===== src/rtl/bit_encoder_if.sv =====
// Transmit-side handshake between a data source and an encoder stage.
// With BY_BYTE=0 the data member carries a single bit.
interface tx_interface #(
   parameter int BY_BYTE = 0
);
   localparam int DW = (BY_BYTE != 0) ? 8 : 1;

   logic [DW-1:0] data;
   logic          data_valid;
   logic          req;

   modport source (output data, output data_valid, input req);
   modport sink   (input data, input data_valid, output req);
endinterface


===== src/rtl/bit_encoder.sv =====
// Manchester bit encoder, 128 clk per bit: first half drives the bit, second half its complement.
// Pulses req at mid-bit to ask for the next bit, and last_tick one cycle before the bit ends.
module bit_encoder (
   input  logic      clk,
   input  logic      rst_n,
   input  logic      en,
   tx_interface.sink in_iface,
   output logic      encoded_data,
   output logic      last_tick
);
   localparam logic [6:0] REQ_TICK  = 7'd64;
   localparam logic [6:0] LAST_TICK = 7'd126;
   localparam logic [6:0] WRAP_TICK = 7'd127;

   logic [6:0] c, c_nxt;
   logic       b, b_nxt;
   logic       active;
   logic       req_q;

   assign in_iface.req = req_q;

   // a new bit is taken on the first enabled edge and on every 127->0 wrap
   always_comb begin
      c_nxt = '0;
      b_nxt = b;
      if (!active) begin
         b_nxt = in_iface.data[0];
      end else begin
         c_nxt = c + 7'd1;
         if (c == WRAP_TICK) b_nxt = in_iface.data[0];
      end
   end

   // outputs are decoded from c_nxt so they line up with the counter they describe
   always_ff @(posedge clk or negedge rst_n) begin
      if (!rst_n) begin
         active       <= 1'b0;
         c            <= '0;
         b            <= 1'b0;
         encoded_data <= 1'b0;
         req_q        <= 1'b0;
         last_tick    <= 1'b0;
      end else if (!en) begin
         active       <= 1'b0;
         c            <= '0;
         b            <= 1'b0;
         encoded_data <= 1'b0;
         req_q        <= 1'b0;
         last_tick    <= 1'b0;
      end else begin
         active       <= 1'b1;
         c            <= c_nxt;
         b            <= b_nxt;
         encoded_data <= c_nxt[6] ? ~b_nxt : b_nxt;
         req_q        <= (c_nxt == REQ_TICK);
         last_tick    <= (c_nxt == LAST_TICK);
      end
   end
endmodule


===== src/flat_wrapper.sv =====
// flat-port wrapper written by rule: the top's interface ports become plain ports
module bit_encoder_flat 
  (clk, rst_n, en, encoded_data, last_tick, in_iface_data, in_iface_data_valid, in_iface_req);
  tx_interface #(.BY_BYTE(0)) in_iface_i ();
  input  logic clk;
  input  logic rst_n;
  input  logic en;
  output logic encoded_data;
  output logic last_tick;
  input wire logic [$bits(in_iface_i.data)-1:0] in_iface_data;
  input wire logic [$bits(in_iface_i.data_valid)-1:0] in_iface_data_valid;
  output wire logic [$bits(in_iface_i.req)-1:0] in_iface_req;
  assign in_iface_i.data = in_iface_data;
  assign in_iface_i.data_valid = in_iface_data_valid;
  assign in_iface_req = in_iface_i.req;
  bit_encoder u_core (.clk(clk), .rst_n(rst_n), .en(en), .in_iface(in_iface_i), .encoded_data(encoded_data), .last_tick(last_tick));
endmodule

===== config.mk =====
export PLATFORM = sky130hd
export DESIGN_NAME = bit_encoder_flat
export DESIGN_NICKNAME = d
export VERILOG_FILES = /design/src/rtl/bit_encoder_if.sv /design/src/rtl/bit_encoder.sv /design/src/flat_wrapper.sv
export SDC_FILE = /design/constraint.sdc
export NUM_CORES = 1
export LEC_CHECK = 0
export BUFFER_PORTS_ARGS = -buffer_cell sky130_fd_sc_hd__buf_2
export CORE_MARGIN = 8
export CORE_UTILIZATION = 28
export CTS_CLUSTER_DIAMETER = 100
export DETAILED_ROUTE_END_ITERATION = 16
export SYNTH_ARGS = -nofsm -noshare
export SYNTH_HDL_FRONTEND = slang
export SYNTH_SLANG_ARGS = --single-unit
export TNS_END_PERCENT = 10

===== constraint.sdc =====
create_clock -name clk -period 1.82 [get_ports clk]
set_clock_uncertainty 0.1 [all_clocks]
set_input_delay 0.364 -clock clk [delete_from_list [all_inputs] [get_ports clk]]
set_output_delay 0.364 -clock clk [all_outputs]
set_load 0.01 [all_outputs]

==> reports/results.txt <==
outcome - complete, no violations
RePlAce Congestion - 0.772
io pins - 8
headroom to the max-slew limit - 0.781
Post-CTS Setup Bufs - 0
vias per inst - 4.71
asr flop ratio synth - 1.00
worst setup path end - u_core.encoded_data
multi-input logic area - 268 um^2
vias in the first global route - 447
syn nets - 60
Avg Cell Area, Syn - 10.6 um^2
RSZ-0062 raised after global routing - no
initial antenna violation count - 0
crit end category - flop
routed vias - 433
Die Span Y - 61.2 um
# clock sinks - 12
Core Region - 0.00194 mm^2
clk_lat worst skew - 0.26 ns
Hold Violations, Final - 0
DPL Wire Length - 846 um
GRT overflow - 0
main flop type after synthesis - dfrtp_1
Final min period - 1.67 ns
DRC viols - 0
layout cells sized above 1 - 0.200
fin nets - 72
setup_tns - 0 ns
worst hold path type - primary input to flop
fin worst setup slack - 0.147 ns
Die Wd - 61.2 um
diode count - 0
Global Route Usage Sum - 0.0725
drt wl/cell - 11.8 um
root buf cell - clkbuf_4
Worst path slowest cell - dfrtp_1
Arrival @ worst endpoint - 1.72 ns
Final Max Slew Viols - 0
DR pass1 iterations - 4
Crit path required time - 1.87 ns
Crit Path Max Fanout - 4
Post-Place Worst Slack - 0.162 ns
count of different cell masters after synthesis - 23
worst r2r dst - u_core.encoded_data
number of cell rows - 16
clock buffer depth - 2
Static Leak - 0.334 nW
Pwr Density - 750 mW/mm^2
initial core utilization - 0.295
Num CTS Buffers - 3
first-pass GRT wire length - 2.00 mm
FF-to-FF Start - u_core.c[0]
final WL - 1.08 mm
register area share after synthesis - 0.524
critical path launch point type - flop
Max-Cap Viols - 0
CTS tree - done
clock slew at reported path FFs - 0.08 ns
largest net degree at the start of global routing - 13
FF+latch count, synth - 12
cells along the critical path - ha_1, nand3_2, or2_1, and3_1, o31a_1
critical path's largest stage delay - 0.39 ns
Final ANT Viol Nets - 0
H-tree depth - 1
Synth Cell Area - 573 um^2
DR iter-0 viols - 11
Ys Warns - 0
synthesized instance count - 54
post-CTS sizing - 0
Seq. cell area - 300 um^2
period utilisation layout - 0.919
VDD IR max - 0.000436 V
# fillers - 203
cells on worst reg2reg path - 5
Port Buffers - 6
critical path class - flop to flop
fmax - 0.598 GHz
Worst setup startpoint - u_core.c[0]
R2R setup slack - 0.15 ns
area grow syn2layout - 19.7%
Hold Buf Count CTS - 1
Total Die Area - 0.00375 mm^2
Worst Tran Pin Value - 0.326 ns
setup violators final - 0
EDFF count, synth - 0
[routing by layer]
metal,share of wire,vias up,wire length [um],track usage
met4,0.0074,0,8,0.0299
li1,-,212,-,-
met1,0.49,210,534,0.0890
met3,0.046,2,50,0.0271
met5,0,-,0,0
met2,0.45,9,491,0.110
[area by class of cell]
class                      count  share of cell area
tap                           27              0.0493
timing repair buffer           8              0.0693
clock buffer                   4              0.0529
sequential                    12               0.438
multi-input combinational     41               0.391
[logic make-up after synthesis]
logic type / share of synthesized area
AOI/OAI and AO/OA: 0.0721
buffers and inverters: 0.00873
xor gates and xnor gates: 0.0917
adders and majority gates: 0.0218
DFF: 0.524
and+or+nand+nor: 0.282
[state kept, by name (all words and copies together), names as in the netlist]
name,count
u_core.last_tick,1
u_core.encoded_data,1
u_core.active,1
u_core.c,7
u_core.b,1
u_core.in_iface.req,1
[placed cells by master (no fill, tap or decap)]
| cell type | synthesis | layout |
|---|---|---|
| o31a_1 | 1 | 1 |
| ha_1 | 1 | 1 |
| nor2_1 | 6 | 6 |
| buf_4 | 0 | 1 |
| xnor2_1 | 3 | 3 |
| nand3_2 | 1 | 1 |
| or2_1 | 1 | 1 |
| dfrtp_1 | 12 | 12 |
| a22oi_1 | 1 | 1 |
| o21ai_0 | 2 | 2 |
| and2_1 | 2 | 2 |
| nor3_1 | 1 | 1 |
| clkbuf_8 | 0 | 1 |
| xor2_1 | 3 | 3 |
| and4b_1 | 2 | 2 |
| clkbuf_4 | 0 | 3 |
| nand3_1 | 4 | 4 |
| nor4_1 | 1 | 1 |
| dlygate4sd3_1 | 0 | 1 |
| nand2_1 | 3 | 3 |
| and3_1 | 4 | 4 |
| and4_1 | 1 | 1 |
| a31oi_1 | 1 | 1 |
| buf_2 | 1 | 6 |
| nor2b_1 | 1 | 1 |
| nor3b_1 | 1 | 1 |
| a21o_2 | 1 | 1 |
[worst max-delay path: cells and delay by family (launching register included)]
family	cells	cell delay, ns
fa+ha+maj	1	0.25
compound gates	1	0.23
simple gates	3	0.60
flops	1	0.39
[report_power, final]
group / total [mW] / switching (mW) / internal (mW)
registers: 0.277 / 0.00526 / 0.272
clock network: 0.207 / 0.0859 / 0.121
logic: 0.0303 / 0.0171 / 0.0131
[worst min path at each step]
stage	depth (start not counted)	to	slack, ns	startpoint
floorplan	0	u_core.active	-0.03	rst_n
global placement	1	u_core.b	0.15	rst_n
detailed placement	1	u_core.b	0.16	rst_n
CTS	1	u_core.active	0.18	en
global route	1	u_core.active	0.18	en
finish	1	u_core.active	0.19	en
[cells in the mapped netlist (all sizes together), types with 2 or more instances]
cell	n	area, um^2
nand3	5	30.0
and3	4	25.0
and4b	2	20.0
and2	2	12.5
nand2	3	11.3
dfrtp	12	300
xor2	3	26.3
nor2	6	22.5
o21ai	2	10.0
xnor2	3	26.3
[stage by stage]
stage          instance area (um^2)  hold slack (ns)   util  total power, mW  cells
6_report                        686            0.194  0.353            0.515     92
5_1_grt                         686            0.177  0.353            0.545     92
4_1_cts                         686            0.184  0.353            0.521     92
3_5_place_dp                    639            0.162  0.329            0.312     87
3_3_place_gp                    639            0.152  0.329            0.311     87
2_1_floorplan                   573          -0.0316      -            0.294     54
No activity file was read; power rests on OpenSTA's default activity.
